`src/rtl/wb_pwm_io_if.sv`:
```
`default_nettype none
// ============================================================================
//  Module      : wb_pwm_io_if
//  Description : Wishbone classic slave bundle for the PWM / button peripheral.
//                The slave modport faces the peripheral and the master modport
//                faces the crossbar or the bench.
//  Revision    : 1.0 - initial release
// ============================================================================
interface wb_pwm_io_if #(
  parameter int AW = 16,
  parameter int DW = 32
) ();
  logic [AW-1:0]   wb_adr_i;
  logic [DW-1:0]   wb_dat_i;
  logic [DW-1:0]   wb_dat_o;
  logic            wb_we_i;
  logic [DW/8-1:0] wb_sel_i;
  logic            wb_cyc_i;
  logic            wb_stb_i;
  logic            wb_ack_o;

  modport slave (
    input  wb_adr_i, wb_dat_i, wb_we_i, wb_sel_i, wb_cyc_i, wb_stb_i,
    output wb_dat_o, wb_ack_o
  );

  modport master (
    output wb_adr_i, wb_dat_i, wb_we_i, wb_sel_i, wb_cyc_i, wb_stb_i,
    input  wb_dat_o, wb_ack_o
  );
endinterface
`default_nettype wire

```
`src/rtl/wb_pwm_io.sv`:
```
`default_nettype none
// ============================================================================
//  Module      : wb_pwm_io
//  Description : Wishbone slave with NUM_LEDS glitch-free PWM outputs and
//                NUM_BUTTONS debounced inputs with edge-mode interrupts.
//  Revision    : 1.0 - initial release
// ============================================================================
module wb_pwm_io #(
  parameter int AW              = 16,
  parameter int DW              = 32,
  parameter int NUM_LEDS        = 3,
  parameter int NUM_BUTTONS     = 2,
  parameter int PWM_BITS        = 8,
  parameter int DEBOUNCE_CYCLES = 16000
) (
  input  logic                   wb_clk_i,
  input  logic                   wb_reset_ni,
  wb_pwm_io_if.slave             wb,
  output logic [NUM_LEDS-1:0]    leds,
  input  logic [NUM_BUTTONS-1:0] buttons,
  output logic                   irq
);

  localparam int                c_DBW       = $clog2(DEBOUNCE_CYCLES);
  localparam logic [c_DBW-1:0]  c_DB_LAST   = c_DBW'(DEBOUNCE_CYCLES - 1);
  localparam logic [PWM_BITS-1:0] c_CNT_LAST = PWM_BITS'((1 << PWM_BITS) - 2);
  localparam logic [5:0] c_A_PRESCALE = 6'h00;
  localparam logic [5:0] c_A_BTN      = 6'h01;
  localparam logic [5:0] c_A_STATUS   = 6'h02;
  localparam logic [5:0] c_A_ENABLE   = 6'h03;
  localparam logic [5:0] c_A_MODE     = 6'h04;

  // Bus-side registers
  logic                     r_ack;
  logic [DW-1:0]            r_dat;
  logic                     r_irq;
  logic [15:0]              r_prescale;
  logic [NUM_BUTTONS-1:0]   r_status;
  logic [NUM_BUTTONS-1:0]   r_enable;
  logic [2*NUM_BUTTONS-1:0] r_mode;
  logic [PWM_BITS-1:0]      r_duty [NUM_LEDS];

  // PWM timebase
  logic [15:0]              r_pre_cnt;
  logic [PWM_BITS-1:0]      r_cnt;

  // Combinational helpers
  logic                     w_req, w_wr, w_tick, w_wrap, w_pre_wr, w_duty_hit;
  logic [5:0]               w_adr;
  logic [3:0]               w_duty_idx;
  logic [DW-1:0]            w_mask, w_wbits, w_rdata;
  logic [DW-1:0]            w_new_prescale, w_new_enable, w_new_mode, w_new_duty;
  logic [PWM_BITS-1:0]      w_duty_old;
  logic [NUM_BUTTONS-1:0]   w_db, w_set, w_clr;

  // A new request is only taken when no ack is outstanding, so a held strobe
  // is served on alternate cycles.
  assign w_req      = wb.wb_cyc_i & wb.wb_stb_i & ~r_ack;
  assign w_wr       = w_req & wb.wb_we_i;
  assign w_adr      = wb.wb_adr_i[5:0];
  assign w_duty_idx = w_adr[3:0];
  assign w_duty_hit = (w_adr[5:4] == 2'b01) && ({1'b0, w_duty_idx} < 5'(NUM_LEDS));
  assign w_pre_wr   = w_wr && (w_adr == c_A_PRESCALE);
  assign w_wbits    = wb.wb_dat_i & w_mask;
  assign w_clr      = (w_wr && (w_adr == c_A_STATUS)) ? w_wbits[NUM_BUTTONS-1:0] : '0;

  for (genvar b = 0; b < DW / 8; b++) begin : g_sel
    assign w_mask[8*b +: 8] = {8{wb.wb_sel_i[b]}};
  end

  // Read mux and byte-merged write values for the addressed register
  always_comb begin
    w_rdata    = '0;
    w_duty_old = '0;
    for (int i = 0; i < NUM_LEDS; i++) begin
      if (w_duty_idx == 4'(i)) w_duty_old = r_duty[i];
    end
    w_new_prescale = (DW'(r_prescale) & ~w_mask) | w_wbits;
    w_new_enable   = (DW'(r_enable)   & ~w_mask) | w_wbits;
    w_new_mode     = (DW'(r_mode)     & ~w_mask) | w_wbits;
    w_new_duty     = (DW'(w_duty_old) & ~w_mask) | w_wbits;
    case (w_adr)
      c_A_PRESCALE: w_rdata[15:0]              = r_prescale;
      c_A_BTN:      w_rdata[NUM_BUTTONS-1:0]   = w_db;
      c_A_STATUS:   w_rdata[NUM_BUTTONS-1:0]   = r_status;
      c_A_ENABLE:   w_rdata[NUM_BUTTONS-1:0]   = r_enable;
      c_A_MODE:     w_rdata[2*NUM_BUTTONS-1:0] = r_mode;
      default:      if (w_duty_hit) w_rdata[PWM_BITS-1:0] = w_duty_old;
    endcase
  end

  // Bus handshake, register writes, interrupt status and the irq line
  always_ff @(posedge wb_clk_i) begin
    if (!wb_reset_ni) begin
      r_ack      <= 1'b0;
      r_dat      <= '0;
      r_irq      <= 1'b0;
      r_prescale <= '0;
      r_status   <= '0;
      r_enable   <= '0;
      r_mode     <= '0;
      for (int i = 0; i < NUM_LEDS; i++) r_duty[i] <= '0;
    end else begin
      r_ack    <= w_req;
      r_dat    <= (w_req && !wb.wb_we_i) ? w_rdata : '0;
      r_irq    <= |(r_status & r_enable);
      // A new edge in the same cycle as a W1C keeps the bit set.
      r_status <= (r_status & ~w_clr) | w_set;
      if (w_wr) begin
        case (w_adr)
          c_A_PRESCALE: r_prescale <= w_new_prescale[15:0];
          c_A_ENABLE:   r_enable   <= w_new_enable[NUM_BUTTONS-1:0];
          c_A_MODE:     r_mode     <= w_new_mode[2*NUM_BUTTONS-1:0];
          default: begin
            for (int i = 0; i < NUM_LEDS; i++) begin
              if (w_duty_hit && (w_duty_idx == 4'(i))) r_duty[i] <= w_new_duty[PWM_BITS-1:0];
            end
          end
        endcase
      end
    end
  end

  assign w_tick = (r_pre_cnt == r_prescale);
  assign w_wrap = w_tick && (r_cnt == c_CNT_LAST);

  // Prescaler and PWM period counter; the period is 2^PWM_BITS-1 ticks
  always_ff @(posedge wb_clk_i) begin
    if (!wb_reset_ni) begin
      r_pre_cnt <= '0;
      r_cnt     <= '0;
    end else begin
      if (w_pre_wr || w_tick) r_pre_cnt <= '0;
      else                    r_pre_cnt <= r_pre_cnt + 16'd1;
      if (w_tick) r_cnt <= w_wrap ? '0 : r_cnt + 1'b1;
    end
  end

  for (genvar i = 0; i < NUM_LEDS; i++) begin : g_led
    logic [PWM_BITS-1:0] r_active;
    logic                r_led;

    // Duty is latched only at the period boundary so a period is never cut short
    always_ff @(posedge wb_clk_i) begin
      if (!wb_reset_ni) begin
        r_active <= '0;
        r_led    <= 1'b0;
      end else begin
        if (w_wrap) r_active <= r_duty[i];
        r_led <= (r_cnt < r_active);
      end
    end

    assign leds[i] = r_led;
  end

  for (genvar i = 0; i < NUM_BUTTONS; i++) begin : g_btn
    logic             r_sync1, r_sync2, r_db;
    logic [c_DBW-1:0] r_dbc;
    logic             w_toggle;

    assign w_toggle = (r_sync2 != r_db) && (r_dbc == c_DB_LAST);
    assign w_set[i] = w_toggle && (r_sync2 ? r_mode[2*i] : r_mode[2*i+1]);
    assign w_db[i]  = r_db;

    // Synchronise, then accept a new level once it has been stable long enough
    always_ff @(posedge wb_clk_i) begin
      if (!wb_reset_ni) begin
        r_sync1 <= 1'b0;
        r_sync2 <= 1'b0;
        r_db    <= 1'b0;
        r_dbc   <= '0;
      end else begin
        r_sync1 <= buttons[i];
        r_sync2 <= r_sync1;
        if (r_sync2 == r_db) begin
          r_dbc <= '0;
        end else if (r_dbc == c_DB_LAST) begin
          r_db  <= ~r_db;
          r_dbc <= '0;
        end else begin
          r_dbc <= r_dbc + 1'b1;
        end
      end
    end
  end

  assign wb.wb_ack_o = r_ack;
  assign wb.wb_dat_o = r_dat;
  assign irq         = r_irq;

endmodule
`default_nettype wire

```
`src/flat_wrapper.sv`:
```
// flat-port wrapper written by rule: the top's interface ports become plain ports
module wb_pwm_io_flat 
#(
  parameter int AW              = 16,
  parameter int DW              = 32,
  parameter int NUM_LEDS        = 3,
  parameter int NUM_BUTTONS     = 2,
  parameter int PWM_BITS        = 8,
  parameter int DEBOUNCE_CYCLES = 16000
)
  (wb_clk_i, wb_reset_ni, leds, buttons, irq, wb_wb_adr_i, wb_wb_dat_i, wb_wb_we_i, wb_wb_sel_i, wb_wb_cyc_i, wb_wb_stb_i, wb_wb_dat_o, wb_wb_ack_o);
  wb_pwm_io_if #(.AW(AW), .DW(DW)) wb_i ();
  input  logic wb_clk_i;
  input  logic wb_reset_ni;
  output logic [NUM_LEDS-1:0] leds;
  input  logic [NUM_BUTTONS-1:0] buttons;
  output logic irq;
  input wire logic [$bits(wb_i.wb_adr_i)-1:0] wb_wb_adr_i;
  input wire logic [$bits(wb_i.wb_dat_i)-1:0] wb_wb_dat_i;
  input wire logic [$bits(wb_i.wb_we_i)-1:0] wb_wb_we_i;
  input wire logic [$bits(wb_i.wb_sel_i)-1:0] wb_wb_sel_i;
  input wire logic [$bits(wb_i.wb_cyc_i)-1:0] wb_wb_cyc_i;
  input wire logic [$bits(wb_i.wb_stb_i)-1:0] wb_wb_stb_i;
  output wire logic [$bits(wb_i.wb_dat_o)-1:0] wb_wb_dat_o;
  output wire logic [$bits(wb_i.wb_ack_o)-1:0] wb_wb_ack_o;
  assign wb_i.wb_adr_i = wb_wb_adr_i;
  assign wb_i.wb_dat_i = wb_wb_dat_i;
  assign wb_i.wb_we_i = wb_wb_we_i;
  assign wb_i.wb_sel_i = wb_wb_sel_i;
  assign wb_i.wb_cyc_i = wb_wb_cyc_i;
  assign wb_i.wb_stb_i = wb_wb_stb_i;
  assign wb_wb_dat_o = wb_i.wb_dat_o;
  assign wb_wb_ack_o = wb_i.wb_ack_o;
  wb_pwm_io #(.AW(AW), .DW(DW), .NUM_LEDS(NUM_LEDS), .NUM_BUTTONS(NUM_BUTTONS), .PWM_BITS(PWM_BITS), .DEBOUNCE_CYCLES(DEBOUNCE_CYCLES)) u_core (.wb_clk_i(wb_clk_i), .wb_reset_ni(wb_reset_ni), .wb(wb_i), .leds(leds), .buttons(buttons), .irq(irq));
endmodule
```
`config.mk`:
```
export PLATFORM = sky130hd
export DESIGN_NAME = wb_pwm_io_flat
export DESIGN_NICKNAME = d
export VERILOG_FILES = /design/src/rtl/wb_pwm_io_if.sv /design/src/rtl/wb_pwm_io.sv /design/src/flat_wrapper.sv
export SDC_FILE = /design/constraint.sdc
export NUM_CORES = 1
export LEC_CHECK = 0
export ABC_AREA = 1
export CAP_MARGIN = 40
export CORE_MARGIN = 2
export CORE_UTILIZATION = 50
export CTS_BUF_LIST = sky130_fd_sc_hd__clkbuf_8
export CTS_CLUSTER_SIZE = 24
export DETAILED_ROUTE_END_ITERATION = 10
export PLACE_DENSITY = 0.73
export SYNTH_ARGS = -nofsm -noshare
export SYNTH_HDL_FRONTEND = slang
export SYNTH_SLANG_ARGS = --single-unit
```
`constraint.sdc`:
```
create_clock -name wb_clk_i -period 1.8 [get_ports wb_clk_i]
set_input_delay 0.36 -clock wb_clk_i [delete_from_list [all_inputs] [get_ports wb_clk_i]]
set_output_delay 0.36 -clock wb_clk_i [all_outputs]
set_load 0.01 [all_outputs]
```
# Word-level counts from Yosys, hierarchy flattened
# Memories as Yosys holds them, arrays and structs flattened.
# Cells that the tools add are included.
[totals]
memories = 1
out_inout_bits = 37
reg_bits = 143
input_bits = 59
elab_cells = 135
mem_bits_rw = 24
[mem_list]
columns = ["memory", "depth", "word_bits", "rd", "rd_ports_with_merged_regs", "wr", "line", "rtl"]
rows = [
  ["u_core.r_duty", 3, 8, 3, 0, 3, "wb_pwm_io.sv:41", "logic [PWM_BITS-1:0] r_duty [NUM_LEDS];"],
]
[op_classes]
magnitude_cmp = 4
eq_ne = 15
muxes = 30
reduce_logical = 30
n_addsub = 4
n_bitwise = 26
[op_table]
columns = ["operator", "count"]
rows = [
  ["8-bit 2-to-1 mux", 8],
  ["16-bit bitwise AND", 2],
  ["14-bit by 1-bit adder with 14-bit output (second input constant)", 2],
  ["14-bit equality test (second input constant)", 2],
  ["8-bit less-than comparator", 3],
  ["1-bit 2-to-1 mux", 18],
  ["16-bit by 1-bit adder with 16-bit output (second input constant)", 1],
  ["16-bit equality test", 1],
  ["16-bit inverter", 1],
  ["16-bit OR", 1],
  ["6-bit by 2-bit equality test with 1-bit output (second input constant)", 2],
  ["1-bit logical AND", 12],
  ["2-bit AND reduction", 6],
  ["3-bit OR reduction", 4],
  ["2-bit case mux with 5 select lines", 1],
  ["8-bit by 1-bit adder with 8-bit output (second input constant)", 1],
  ["8-bit bitwise AND", 1],
  ["8-bit equality test (second input constant)", 1],
  ["8-bit OR", 1],
  ["4-bit case mux with 2 select lines", 1],
  ["2-bit bitwise AND", 3],
  ["6-bit by 1-bit equality test with 1-bit output (second input constant)", 1],
  ["6-bit by 3-bit equality test with 1-bit output (second input constant)", 1],
  ["6-bit logical NOT", 1],
  ["21 further kinds", 34],
]

# Logic depth before layout (Yosys ltp)
[logic_depth]
depth_word = 9
mapped_depth = 11
mapped_depth_nobuf = 10

# Worst setup path before layout
# No wires, ideal clock.
[synth_timing]
kind = "input to register"
startpoint = "in wb_wb_adr_i[3]"
endpoint = "mem u_core.r_duty[0][0], enable pin"
arrival_time_ps = 1324
path_slack_ps = 147
path_stages = 5
setup_ps = 329
n_path_buf = 0
cell_sequence = "nor2_1 nand3b_1 nor2_2 nand4_1 nand2_1"
[synth_lines]
columns = ["item", "line", "rtl"]
rows = [
  ["start: declaration", "flat_wrapper.sv:18", "input wire logic [$bits(wb_i.wb_adr_i)-1:0] wb_wb_adr_i;"],
  ["end: declaration", "wb_pwm_io.sv:41", ""],
]

# Worst setup path after layout
[layout_timing]
startpoint = "reg u_core.r_pre_cnt[1]"
endpoint = "reg u_core.r_pre_cnt[14]"
[layout_between]
elab_chain_len = 3
elab_cells_between_ends = 4
classes_between = "add/sub (1); eq/ne (1); reduce/logical (2)"
[layout_lines]
columns = ["item", "line", "rtl"]
rows = [
  ["start: declaration", "wb_pwm_io.sv:44", "logic [15:0] r_pre_cnt;"],
  ["start signal: assignment", "wb_pwm_io.sv:134", "else r_pre_cnt <= r_pre_cnt + 16'd1;"],
  ["branches (longest 3 deep; another with 16-bit by 1-bit adder with 16-bit output)", "--", ""],
]
# Parallel ways; which one is timed is not known.
# A chain may end at the register's enable or synchronous reset.

==> results.md <==
- The post-synthesis adder-cell area fraction is 4.54%.
- The synthesized netlist devotes 28.3% of its cell area to simple gates.
- The smallest clock period supported by the final layout is computed as 1.72 ns.
- The initialized floorplan defines 43 standard-cell rows.
- The floorplan step defined a die boundary enclosing 15300 um2.
- The remaining global-route overflow is 0.
- The worst setup path is launched from a flip-flop.
- Once layout is complete, the utilization of the core stands at 62.1%.
- For the worst setup path, the data arrival time is 2.07 ns.
- Counting along the longest clock path gives a buffer depth of 2.
- The first global-routing pass estimated 26200 um of wire.
- The number of enable-type register cells in the synthesized netlist is 24.
- The DRC violation total after the first TritonRoute iteration is 377.
- The remaining routing DRC violations is 0.
- The leakage power of the design is 3.82 nW.
- The mux contribution to synthesized area is 0%.
- The clock arrives with 0.0171 ns of skew.
- The average detailed-routed wire length per instance is 13.0 um.
- The TritonCTS sink count is 151.
- The count of input and output buffers is 51.
- The run finished with clean final reports.
- The layout has 1250 filler cells.
- The H-tree depth reported by CTS is 4.
- In the global route stage, overall resource usage came out at 22.3%.
- Of the available clock period, the critical path in the final layout requires 95.8%.
- From bottom edge to top edge, the die measures 124 um.
- Cells with a size suffix above 1 make up 11.9% of the layout.
- The area of the multi-input gates is 3290 um2.
- The region available for standard cell placement spans 13900 um2.
- Summing all flip-flop and latch instances after layout gives 3260 um2.
- The top cell types in the final layout, fill and taps aside, are sky130_fd_sc_hd__nand2_1 (213), sky130_fd_sc_hd__nor2_1 (152), sky130_fd_sc_hd__dfxtp_1 (127).
- The area share of xor/xnor cells in the synthesized design is 3.79%.
- Sequential cells were found to cover 45.6% of the synthesized design area.
- The number of different library cells used by synthesis comes to 37.
- The flop and latch count out of synthesis is 151.
- During synthesis, Yosys emitted a total of 0 warnings.
- The most common flop cell mapped by yosys is sky130_fd_sc_hd__dfxtp_1.
- The number of global-route vias before repair is 5526.
- The upper clock frequency limit is 0.580 GHz.
- The number of antenna violations at the first check in global routing was 1.
- The complex-gate fraction of the synthesized area is 7.97%.
- The worst ir drop on vdd is 0.836 mV.
- The final RePlAce weighted congestion is 0.867.
- The average via count per standard cell is 4.96.
- The wire-length estimate of the detail-placed layout is 12200 um.
- Clock-pin slew was measured on the worst setup and hold paths at 0.08 ns.
- Averaged over all synthesized cells, the footprint is 7.48 um2.
- The iteration count of the initial detailed-routing pass is 6.
- 0 antenna diodes ended up in the layout.
- The leading cell type in the layout, fill and taps excluded is sky130_fd_sc_hd__nand2_1.
- By startpoint and endpoint, the worst setup path is classified as reg -> reg.
- In this run the clock root is driven by a sky130_fd_sc_hd__clkbuf_8.
- The dominant combinational cell family by area after synthesis is simple AND/OR/NAND/NOR gates.
- The async set or reset register ratio after synthesis is 0%.
- The area of the mapped netlist is 7160 um2.
- The number of max-cap violations is 0.
- The total number of nets in the final design is 1150.
- The vias after detailed routing is 6240.
- The instance area after placement is 8230 um2.
- In this run the power density over the cells is 744 nW/um2.
- Summing all non-filler instances in the final layout gives an area of 8660 um2.
- The data required time at the worst endpoint is 2.15 ns.
- The CTS tree is done.
- The max-slew violation count came to 0.
- In this run, CTS created clock tree buffers numbering 17.
- The total power draw is 6.44 mW.
- The worst hold-check path type is in -> reg.
- The pin count of the biggest net entering global routing is 50.
- The worst setup path is captured at a flip-flop.
- After technology mapping, the gate count stands at 957.
- The die is 124 um wide.
- Once detail routing completed, the nets flagged for antenna violations numbered 0.
- The clock reaches the later pin of the worst-skew pair after 0.46 ns.
- The number of placed I/O pins is 96.
- The maximum fanout count along the critical path is 4.
- The initial utilization of the core area, before any placement, comes to 51.4%.
- The signed area change from the synthesized netlist to the final layout is 20.9%.
- Setup violations remaining at the end of the flow were counted as 0.
- The number of hold-slack violations in the final timing report is 0.
- The total detailed-routing wirelength is 16300 um.
## power breakdown
part / internal, mW / total [mW] / switching [mW]
logic: 0.201 / 0.432 / 0.231
clock network: 1.25 / 2.51 / 1.25
registers: 3.46 / 3.50 / 0.0353
## cells in the mapped netlist, drive strengths merged, types with 3 or more instances
master | count | area, um2
a21oi | 56 | 280
buf | 29 | 210
clkbuf | 12 | 45.0
dfxtp | 127 | 2540
edfxtp | 24 | 721
ha | 26 | 325
inv | 117 | 439
nand2 | 217 | 822
nand3 | 49 | 250
nand3b | 5 | 37.5
nand4 | 19 | 119
nor2 | 163 | 643
nor3 | 16 | 85.1
nor3b | 5 | 37.5
o21a | 3 | 22.5
o21ai | 45 | 225
xnor2 | 7 | 61.3
xor2 | 24 | 210
## what timing repair did
| action | 4_1_cts | 5_1_grt |
|---|---|---|
| hold buffers | 0 | 0 |
| gates cloned | 0 | 0 |
| pin swaps | 0 | 2 |
| setup endpoints to repair | 1 | 47 |
| resized for setup | 1 | 16 |
| buffers inserted | 0 | 1 |
## per-layer routing
metal | up-vias | part of all wire, % | track usage, %
met1 | 2814 | 48 | 31.0
li1 | 3238 | - | -
met5 | - | 0 | 0
met2 | 175 | 45 | 34.4
met3 | 13 | 6.0 | 5.40
met4 | 0 | 1.0 | 6.75
## stage by stage
stage | setup WS (ns) | hold slack (ns) | std cells | TNS, ns
final | 0.0753 | 0.331 | 1258 | 0
after global routing | -0.0000493 | 0.314 | 1258 | -0.0000493
after CTS | 0.0401 | 0.294 | 1257 | 0
after detailed placement | -0.425 | 0.416 | 1225 | -29.61
after global placement | -0.395 | 0.411 | 1225 | -26.77
after floorplan | 0.147 | 0.390 | 972 | 0
## logic make-up after synthesis
kind of cell    Yosys count
simple gates            479
buf+inv                 159
flops                   151
compound gates          110
xor+xnor                 31
fa+ha+maj                26
other cells               1
## worst max-delay path, cell delays in order, from the launching register on
cell                      delay, ns
sky130_fd_sc_hd__dfxtp_1       0.38
sky130_fd_sc_hd__ha_1          0.20
sky130_fd_sc_hd__nand3_1       0.12
sky130_fd_sc_hd__nor2_1        0.26
sky130_fd_sc_hd__nand3_1       0.19
sky130_fd_sc_hd__nor2_2        0.21
sky130_fd_sc_hd__nand4_1       0.12
sky130_fd_sc_hd__nand3_1       0.10
sky130_fd_sc_hd__nor2_1        0.05
## cell type report
type	instances	area share [%]
clock buffers	18	2.86
clock inverters	14	1.56
inverters	118	5.12
multi-input cells	662	38.0
flip-flops and latches	151	37.7
well taps	180	2.60
repair buffers	115	12.2
## path summary, 6_finish.rpt
path / start / to / slack (ns) / cells past startpoint
setup reg to reg: u_core.r_pre_cnt[1] / u_core.r_pre_cnt[14] / 0.08 / 8
hold / removal: wb_reset_ni / u_core.wb.wb_ack_o / 0.33 / 3
hold reg to reg: u_core.g_btn[0].r_sync1 / u_core.g_btn[0].r_sync2 / 0.43 / 2
setup / recovery: u_core.r_pre_cnt[1] / u_core.r_pre_cnt[14] / 0.08 / 8
(Power assumes the default switching activity.)
